`config.mk`:
```
export PLATFORM = sky130hd
export DESIGN_NAME = crgu_dom_seq
export DESIGN_NICKNAME = d
export VERILOG_FILES = /design/src/rtl/crgu_dom_seq.sv
export SDC_FILE = /design/constraint.sdc
export NUM_CORES = 1
export LEC_CHECK = 0
export ABC_AREA = 1
export CAP_MARGIN = 20
export CORE_AREA = 2 2 159 83
export CTS_CLUSTER_DIAMETER = 100
export DETAILED_ROUTE_END_ITERATION = 12
export DIE_AREA = 0 0 161 85
export PLACE_DENSITY = 0.41
export SLEW_MARGIN = 10
export SYNTH_ARGS = -nofsm -noshare
export SYNTH_HDL_FRONTEND = slang
export SYNTH_SLANG_ARGS = --single-unit
```
`constraint.sdc`:
```
create_clock -name clk_6p5m_reg -period 6.66 [get_ports clk_6p5m_reg]
set_clock_uncertainty 0.2 [all_clocks]
set_input_delay 0.999 -clock clk_6p5m_reg [delete_from_list [all_inputs] [get_ports clk_6p5m_reg]]
set_output_delay 0.999 -clock clk_6p5m_reg [all_outputs]
set_load 0.05 [all_outputs]
```
`src/rtl/crgu_dom_seq.sv`:
```
// crgu_dom_seq: power-domain sequencer on the always-on register clock.
// Each of NUM_DOM gated domains is brought up or down one at a time. Power-up
// order is clock enable, settle delay, then reset release. Power-down order is
// reset assert, settle delay, then clock disable. Pending domains are serviced
// round-robin.
// Ports:
//   clk_6p5m_reg   always-on register clock
//   rst_reg_n      async active-low reset
//   scan_mode      forces dom_clk_en_o to all-ones; the FSM is not affected
//   dom_req        per-domain on request (level)
//   sys_off        forces every domain's target to off
//   rg_dly_up      enable-to-release settle cycles, sampled when a sequence starts
//   rg_dly_dn      assert-to-disable settle cycles, sampled when a sequence starts
//   dom_clk_en_o   clock-gate enable per domain
//   dom_sw_reset_o sw_reset per domain (1 = held in reset)
//   dom_on_o       domain fully on
//   busy_o         a sequence is in progress
//   done_o         1-cycle pulse on sequence completion
//   done_idx_o     index of the completed domain, valid with done_o
module crgu_dom_seq #(
  parameter int unsigned NUM_DOM = 4,
  parameter int unsigned CNT_W   = 8
) (
  input  logic               clk_6p5m_reg,
  input  logic               rst_reg_n,
  input  logic               scan_mode,
  input  logic [NUM_DOM-1:0] dom_req,
  input  logic               sys_off,
  input  logic [CNT_W-1:0]   rg_dly_up,
  input  logic [CNT_W-1:0]   rg_dly_dn,
  output logic [NUM_DOM-1:0] dom_clk_en_o,
  output logic [NUM_DOM-1:0] dom_sw_reset_o,
  output logic [NUM_DOM-1:0] dom_on_o,
  output logic               busy_o,
  output logic               done_o,
  output logic [3:0]         done_idx_o
);

  localparam logic [1:0] IDLE    = 2'd0;
  localparam logic [1:0] UP_WAIT = 2'd1;
  localparam logic [1:0] DN_WAIT = 2'd2;

  logic [1:0]         state;
  logic [CNT_W-1:0]   cnt;
  logic [3:0]         sel;
  logic [3:0]         rr;
  logic [3:0]         rr_next;
  logic [NUM_DOM-1:0] clk_en_q;
  logic [NUM_DOM-1:0] tgt;
  logic [NUM_DOM-1:0] mism;
  logic [NUM_DOM-1:0] mism_sh;
  logic [NUM_DOM-1:0] pick_mask;
  logic [NUM_DOM-1:0] sel_mask;
  logic               found;
  logic               pick_up;
  logic [3:0]         pick;
  int unsigned        j;

  // First mismatched domain, searching upward from rr with wrap-around.
  always_comb begin
    tgt     = dom_req & ~{NUM_DOM{sys_off}};
    mism    = tgt ^ dom_on_o;
    found   = 1'b0;
    pick    = '0;
    j       = 0;
    mism_sh = '0;
    for (int unsigned k = 0; k < NUM_DOM; k++) begin
      j = 32'(rr) + k;
      if (j >= NUM_DOM) j = j - NUM_DOM;
      mism_sh = mism >> j;
      if (!found && mism_sh[0]) begin
        found = 1'b1;
        pick  = 4'(j);
      end
    end
    pick_mask = NUM_DOM'(1) << pick;
    sel_mask  = NUM_DOM'(1) << sel;
    pick_up   = |(tgt & pick_mask);
    rr_next   = (32'(sel) + 1 >= NUM_DOM) ? 4'd0 : sel + 4'd1;
  end

  always_ff @(posedge clk_6p5m_reg or negedge rst_reg_n) begin
    if (!rst_reg_n) begin
      state          <= IDLE;
      cnt            <= '0;
      sel            <= '0;
      rr             <= '0;
      clk_en_q       <= '0;
      dom_sw_reset_o <= '1;
      dom_on_o       <= '0;
      done_o         <= 1'b0;
      done_idx_o     <= '0;
    end else begin
      done_o <= 1'b0;
      case (state)
        IDLE: begin
          // The done cycle is spent idle so sequences are separated by one
          // dead cycle; the search resumes on the following edge.
          if (!done_o && found) begin
            sel <= pick;
            if (pick_up) begin
              clk_en_q <= clk_en_q | pick_mask;
              cnt      <= rg_dly_up;
              state    <= UP_WAIT;
            end else begin
              dom_sw_reset_o <= dom_sw_reset_o | pick_mask;
              dom_on_o       <= dom_on_o & ~pick_mask;
              cnt            <= rg_dly_dn;
              state          <= DN_WAIT;
            end
          end
        end
        UP_WAIT: begin
          if (cnt != '0) begin
            cnt <= cnt - CNT_W'(1);
          end else begin
            dom_sw_reset_o <= dom_sw_reset_o & ~sel_mask;
            dom_on_o       <= dom_on_o | sel_mask;
            done_o         <= 1'b1;
            done_idx_o     <= sel;
            rr             <= rr_next;
            state          <= IDLE;
          end
        end
        DN_WAIT: begin
          if (cnt != '0) begin
            cnt <= cnt - CNT_W'(1);
          end else begin
            clk_en_q   <= clk_en_q & ~sel_mask;
            done_o     <= 1'b1;
            done_idx_o <= sel;
            rr         <= rr_next;
            state      <= IDLE;
          end
        end
        default: state <= IDLE;
      endcase
    end
  end

  assign dom_clk_en_o = clk_en_q | {NUM_DOM{scan_mode}};
  assign busy_o       = (state != IDLE);

endmodule

```
==> Word level (Yosys, flattened, before mapping) <==
Cells that the tools add are included.
{ "totals": {"mem_count": 0, "mem_bits_rw": 0, "rom_bits": 0, "input_bits": 24, "latchBits": 0, "wordCells": 110, "reg_bits": 35} }
{ "op_classes": {"reduce_logical": 22, "n_addsub": 10, "n_div": 0, "n_lt_le_gt_ge": 5, "multipliers": 0, "n_shift": 6, "mux": 35, "bitwise": 14, "eq_ne": 9} }
{ "op_table": {"columns": ["operator", "count"], "rows": [
  ["32-bit 2-to-1 mux", 4],
  ["4-bit by 32-bit >> shifter with 1-bit output", 4],
  ["4-bit 2-to-1 mux", 14],
  ["8-bit 2-to-1 mux", 3],
  ["4-bit case mux with 2 select lines", 3],
  ["4-bit AND", 5],
  ["5-bit by 3-bit greater-or-equal comparator with 1-bit output, second input constant", 4],
  ["5-bit by 3-bit subtractor with 6-bit output, second input constant", 3],
  ["4-bit bitwise OR", 4],
  ["8-bit case mux with 2 select lines", 1],
  ["2-bit != test, second input constant", 6],
  ["4-bit inverter", 3],
  ["4-bit by 1-bit adder with 5-bit output, second input constant", 2],
  ["4-bit by 2-bit adder with 5-bit output, second input constant", 2],
  ["4-bit AND reduction", 2],
  ["2-bit nonzero test", 4],
  ["8-bit nonzero test", 1],
  ["1-bit by 4-bit << shifter with 4-bit output, first input constant", 2],
  ["8-bit by 1-bit subtractor with 8-bit output, second input constant", 1],
  ["1-bit 2-to-1 mux", 6],
  ["2-bit 2-to-1 mux", 3],
  ["2-bit AND reduction", 3],
  ["4-bit by 3-bit subtractor with 5-bit output, second input constant", 1],
  ["4-bit by 1-bit adder with 4-bit output, second input constant", 1],
  ["13 further kinds", 19]
]} }

==> Longest topological paths before layout <==
{ "logic_depth": {"depth_word": 20, "depth_mapped": 26} }

==> Worst setup path after synthesis <==
OpenSTA, ideal clock, no wires.
{ "synth_path": {"kind": "register -> register", "start": "register rr[1]", "end": "register dom_on_o[2]", "setup_ps": 124, "synth_period_minus_slack_ps": 3419, "setup_slack_ps": 3241, "required_ps": 6336, "path_buffers": 0, "stages_incl_launch_ff": 25, "arrival_time_ps": 3095, "path_cell_list": "dfrtp_1 > inv_1 > ha_1 > nand2_1 > nand3_1 > and2_1 > ha_1 > ha_1 > inv_1 > nor2_1 > nand3_1 > a21oi_1 > o21ai_1 > nor2_2 > nand4_1 > nor2_1 > nor2_4 > nand3_1 > nand2_2 > nor2_4 > inv_2 > nand2_4 > nand2_4 > nand2_1 > nand2_1"} }
{ "synth_via": {"elab_chain_len": 19} }
{ "synth_rtl": {"columns": ["element", "line", "text"], "rows": [
  ["start: declaration", "46", "logic [3:0] rr;"],
  ["start signal: assignment", "121", "rr <= rr_next;"],
  ["start signal: assignment", "132", "rr <= rr_next;"],
  ["parallel branches: the longest is 19 deep, another holds 5-bit by 3-bit subtractor with 6-bit output", null, null],
  ["end signal: assignment", "107", "dom_on_o <= dom_on_o & ~pick_mask;"],
  ["end signal: assignment", "118", "dom_on_o <= dom_on_o | sel_mask;"],
  ["end: declaration", "33", "output logic [NUM_DOM-1:0] dom_on_o,"]
]} }
Several ways; the timed one is not identified. The select of a mux whose other input is x is not followed.
A chain may end at the register's enable or synchronous reset.

==> Worst setup path in the final report <==
{ "layout_path": {"start": "register rr[1]", "end": "register dom_sw_reset_o[3]"} }
{ "layout_via": {"elab_chain_len": 18} }
{ "layout_rtl": {"columns": ["element", "line", "text"], "rows": [
  ["parallel branches: the longest is 18 deep, another holds 5-bit by 3-bit subtractor with 6-bit output", null, null],
  ["end signal: assignment", "106", "dom_sw_reset_o <= dom_sw_reset_o | pick_mask;"],
  ["end signal: assignment", "117", "dom_sw_reset_o <= dom_sw_reset_o & ~sel_mask;"],
  ["end: declaration", "32", "output logic [NUM_DOM-1:0] dom_sw_reset_o,"]
]} }
Several ways; the timed one is not identified. The select of a mux whose other input is x is not followed.

==> impl_metrics.csv <==
group,metric,value,unit
logic_synthesis,synth_xor_area_share,1.12,%
finish,drive_gt1_share,9.61,%
clock_network,cts_sinks,35,
floorplan,fp.coreArea,12300,sq um
critical_path,criticalPathCategory,"register to register",
sta,setup_tns,0,ns
logic_synthesis,syn_area_per_cell,6.75,sq um
global_route,grt_pass1_vias,2672,
finish,fin_nets,537,
floorplan,start_util,24.4,%
clock_network,cts_hold_buffers,0,
logic_synthesis,synth_fp_nets,495,
logic_synthesis,synthSimpleGateAreaFrac,37.9,%
global_route,grt-ovfl-total,0,
critical_path,worstPathRequired,6.68,ns
critical_path,critPathArrivalTime,4.23,ns
logic_synthesis,yosysSeqAreaShare,29.2,%
floorplan,die_w,161,um
clock_network,cts_inserted_buffers,5,
logic_synthesis,synth_ff_type,"dfrtp_1",
logic_synthesis,yosys_warnings,0,
pwr,seqPwrFrac,20.4,%
floorplan,row_count,29,
sta,setup_viol,0,
clock_network,clock_latency,0.29,ns
drt,antenna_left,0,
pwr,leakagePower,1.86,nW
pwr,power_switching,1.02,mW
clock_network,cts_resized,0,
place,portBuffers,41,
logic_synthesis,synth_area_leader_cell,"dfrtp_1",
logic_synthesis,muxShareOfSynthArea,0,%
clock_network,clk_pin_slew,0.07,ns
global_route,grt_pass1_wl,14.5,mm
run_status,status,"completed",
logic_synthesis,ys_types,37,
drt,drt_pass1_iterations,5,
clock_network,cts_root_buffer,"clkbuf_16",
finish,finalCoreUtilization,30.3,%
global_route,antenna_found_initial,0,
clock_network,htreeDepth,2,
drt,drt-initial-drc-count,226,
pwr,internal-power,0.824,mW
sta,slew_headroom,41.8,%
floorplan,die_area,13700,sq um
drt,vias,2980,
logic_synthesis,netlist_area,3010,sq um
sta,hold_viol,0,
drt,drcViolationCount,0,
logic_synthesis,async_flop_share,100,%
clock_network,cts_tree,"yes",
global_route,grt_use_total,13.7,%
sta,slew_viol_final,0,
pwr,power_frac_comb,66.9,%
logic_synthesis,yosysMostFrequentCell,"nand2_1",
pwr,power.total,1.85,mW
pwr,powerDensity,494,nW/um^2
logic_synthesis,synth_top_family_by_area,"simple AND/OR/NAND/NOR gates",
logic_synthesis,synth_seq_cells,35,
finish,syn_to_final_growth,24.2,%
logic_synthesis,synthTopCellsByArea,"dfrtp_1 26%, nand2_1 17%, ha_1 10%",
logic_synthesis,synth_edf_count,0,
sta,tightest_slew,0.874,ns
sta,max_freq,0.237,GHz
floorplan,io_pins,42,
critical_path,start_kind,"register",
logic_synthesis,synth_commonest_cells,"135 x nand2_1, 55 x nand3_1, 48 x inv_1",
sta,worst_hold_slack,0.286,ns
global_route,grt_max_degree,36,
logic_synthesis,synth_compound_area_share,12.8,%
pwr,p_clk_share,12.7,%
job,cap_viol_max_count,0,
finish,antenna_cells,0,
critical_path,cp_max_fo,11,
pwr,ir_worst_vdd,0.000206,V
drt,viasPerCell,4.52,
sta,fin_crit_sh,63.3,%
sta,rsz0062_at_grt,"false",
clock_network,clock_path_buffers,2,
place,gp_congestion,0.796,
logic_synthesis,syn_inst,446,
sta,period_minus_slack,4.22,ns
logic_synthesis,synth.top_cell.area_share,25.8,%
place,dpl.hpwl,7.40,mm
logic_synthesis,synthAdderAreaFrac,10.4,%
hold_path,min_path_type,"register to register",
pwr,swShare,55.4,%
clock_network,post_cts.repair.setup_buffers,0,
drt,wl,9.08,mm
floorplan,die_y,85,um
drt,wl_per_cell,13.8,um
critical_path,crit_path_end_kind,"register",
==> worst max-delay path, stage by stage, from the launching register on <==
cell	delay [ns]
dfrtp_1	0.56
inv_1	0.25
ha_1	0.29
nand2_1	0.09
nand3_1	0.09
and2_1	0.20
ha_1	0.19
ha_1	0.27
inv_1	0.03
nor2_1	0.08
nand3_1	0.07
a21oi_1	0.11
o21ai_1	0.08
nor2_2	0.14
nand4_1	0.18
nor2_1	0.22
nor2_4	0.08
nand3_1	0.08
nand2_2	0.11
nor2_4	0.27
inv_2	0.12
nand2_4	0.12
nand2_4	0.10
inv_2	0.11
nand2_1	0.05
nand2_1	0.06
==> layer usage <==
layer | vias to the layer above | share of wire (%) | GRT usage (%)
li1 | 1523 | - | -
met1 | 1384 | 60 | 23.5
met2 | 69 | 33 | 15.5
met3 | 4 | 6.2 | 4.50
met4 | 0 | 0.37 | 1.70
met5 | - | 0 | 0
==> flip-flops by register name (all words and copies together) (netlist names) <==
register / flops
cnt: 8
clk_en_q: 4
dom_on_o: 4
dom_sw_reset_o: 4
done_idx_o: 4
rr: 4
sel: 4
state: 2
done_o: 1
==> area by class of cell <==
cell class	instances	area, sq um
Fill cell	1366	8600
Multi-Input combinational cell	345	1870
Sequential cell	35	881
Timing Repair Buffer	41	405
Inverter	60	225
Tap cell	170	213
Clock buffer	5	125
Clock inverter	3	20.0
==> power by group through the flow <==
stage | clock network, mW | logic, mW | registers (mW)
2_1_floorplan | 0 | 0.856 | 0.430
3_3_place_gp | 0 | 1.22 | 0.379
6_report | 0.235 | 1.24 | 0.376
3_5_place_dp | 0 | 1.22 | 0.380
5_1_grt | 0.254 | 1.38 | 0.391
4_1_cts | 0.242 | 1.22 | 0.377
==> through the flow <==
stage	instances	cell area, sq um	worst slack, ns
global placement	651	3600	2.59
CTS	659	3740	2.48
floorplan	446	3010	3.24
finish	659	3740	2.44
global route	659	3740	2.04
detailed placement	651	3600	2.50
==> worst paths after layout <==
path                               start                end  slack, ns  depth (start not counted)
setup / recovery                   rr[1]  dom_sw_reset_o[3]       2.44                         25
hold / removal             done_idx_o[3]      done_idx_o[3]       0.29                          2
setup reg to reg                   rr[1]  dom_sw_reset_o[3]       2.44                         25
hold reg to reg            done_idx_o[3]      done_idx_o[3]       0.29                          2
max in group asynchronous      rst_reg_n        clk_en_q[2]       5.07                          1
min in group asynchronous      rst_reg_n             cnt[3]       0.63                          1
==> logic make-up (layout without fill, tap and decap cells) <==
family	count (synthesis)	in the layout
buffers and inverters	66	109
and+or+nand+nor	253	253
DFF	35	35
AOI/OAI and AO/OA	64	64
adders and majority gates	25	25
xor gates and xnor gates	3	3
==> placed cells by master, fill, tap and decap left out, types with 6 or more instances in the layout <==
cell type | netlist | routed
nand2_1 | 135 | 135
nand3_1 | 55 | 55
inv_1 | 48 | 48
clkdlybuf4s50_1 | 0 | 40
nor2_1 | 35 | 35
dfrtp_1 | 31 | 31
ha_1 | 25 | 25
o21ai_0 | 20 | 20
a21oi_1 | 18 | 18
inv_2 | 9 | 9
nand2_2 | 6 | 6
o21ai_1 | 6 | 6
o211ai_1 | 6 | 6
(Power assumes the default switching activity.)
==> patch (config.mk and constraints unchanged) <==
The parameter `NUM_DOM` goes from 4 to 2.
--- a/src/rtl/crgu_dom_seq.sv
+++ b/src/rtl/crgu_dom_seq.sv
@@ -18,7 +18,7 @@
 //   done_o         1-cycle pulse on sequence completion
 //   done_idx_o     index of the completed domain, valid with done_o
 module crgu_dom_seq #(
-  parameter int unsigned NUM_DOM = 4,
+  parameter int unsigned NUM_DOM = 2,
   parameter int unsigned CNT_W   = 8
 ) (
   input  logic               clk_6p5m_reg,
Ports: changed (resized dom_clk_en_o, dom_on_o, dom_req and dom_sw_reset_o); port bits go from 42 to 34. No check against the original RTL was run, so the function may have changed too.
==> patch against the unedited design <==
Wire length is 33% lower; area after synthesis is 29% lower; sequential cell count is 6 lower; worst setup slack better by 0.63 ns; total power is 24% lower; count of clock-buffer cells in the layout stayed put; critical path depth is 22 lower; cell area is 24% lower; highest routed layer unchanged.
==> patch: results (changes against the unedited design) <==
status: "complete, no violations"  # unchanged
finalCritPeriodShare: 0.538  # was 0.633
worst_pin_slew_ns: 0.503  # was 0.874 ns
leakage_nw: 1.39  # was 1.86 nW
syn_nets: 341  # was 495
place.gp.congestion: 0.766  # was 0.796
cp_max_fo: 2  # was 11
net-switching-power_w: 0.000706  # was 0.00102 W
crit_family: "buffers and inverters"  # was simple AND/OR/NAND/NOR gates
ys_top_cells_by_count: "nand2_1 (90), inv_1 (49), nand3_1 (42)"  # was nand2_1 (135), nand3_1 (55), inv_1 (48)
drt-pass1-iter-count: 6  # was 5
grt_pass1_vias: 1792  # was 2672
via_per_inst: 3.89  # was 4.52
comb_power_share: 0.596  # was 0.669
dp.final_hpwl_um: 4720  # was 7400 um
r2r_slack_ns: 3.69  # was 2.44 ns
holdPathEnd: "sel[3]"  # was done_idx_o[3]
drive_gt1_frac: 0.0872  # was 0.0961
insertion_delay_ns: 0.27  # was 0.29 ns
ir_worst_vdd_v: 0.000152  # was 0.000206 V
slowest_stage: "clkdlybuf4s50_1"  # was dfrtp_1
dpl.cell_count: 507  # was 651
finalPower_w: 0.00140  # was 0.00185 W
port_buffers: 33  # was 41
yosys.area_share.adder: 0.0821  # was 0.104
grt_usage: 0.0922  # was 0.137
grt_pass1_wl_um: 9580  # was 14500 um
drt_iter0_markers: 133  # was 226
nets: 380  # was 537
utilization: 0.229  # was 0.303
fillers: 1351  # was 1366
preCtsSetupSlack_ns: 3.06  # was 2.50 ns
synthTopCellsByArea: "dfrtp_1 (32%), nand2_1 (16%), nand3_1 (9.9%)"  # was dfrtp_1 (26%), nand2_1 (17%), ha_1 (10%)
r2r-start: "rr[0]"  # was rr[1]
## patch: logic make-up (layout without fill, tap and decap cells)
group / Yosys count / count (layout)
AOI/OAI and AO/OA: 37 / 37
xor gates and xnor gates: 1 / 1
adders and majority gates: 14 / 14
buffers and inverters: 53 / 92
DFF: 29 / 29
and+or+nand+nor: 171 / 171
## patch: worst max path at each step
stage,start,end
2_1_floorplan,scan_mode,dom_clk_en_o[1]
5_1_grt,scan_mode,dom_clk_en_o[1]
6_report,scan_mode,dom_clk_en_o[1]
3_5_place_dp,scan_mode,dom_clk_en_o[1]
3_3_place_gp,scan_mode,dom_clk_en_o[1]
4_1_cts,scan_mode,dom_clk_en_o[1]
## patch: final cells by class
class                           count  area share
Clock buffer                        5      0.0442
Clock inverter                      2      0.0124
Inverter                           51      0.0677
Multi-Input combinational cell    223       0.423
Sequential cell                    29       0.258
Tap cell                          170      0.0752
Timing Repair Buffer               34       0.119
## patch: per-stage QoR
step | hold slack (ns) | cell area, sq um
3_5_place_dp | 0.284 | 2670
3_3_place_gp | 0.284 | 2670
6_report | 0.293 | 2830
2_1_floorplan | 0.259 | 2130
5_1_grt | 0.319 | 2830
4_1_cts | 0.293 | 2830
## patch: layer usage
layer | share of wire | GRT usage | vias up | routed length, um
met5 | 0 | 0 | - | 0
met4 | 0.0076 | 0.0260 | 0 | 46
met3 | 0.062 | 0.0274 | 2 | 372
met2 | 0.34 | 0.111 | 40 | 2080
met1 | 0.59 | 0.149 | 908 | 3550
li1 | - | - | 1047 | -
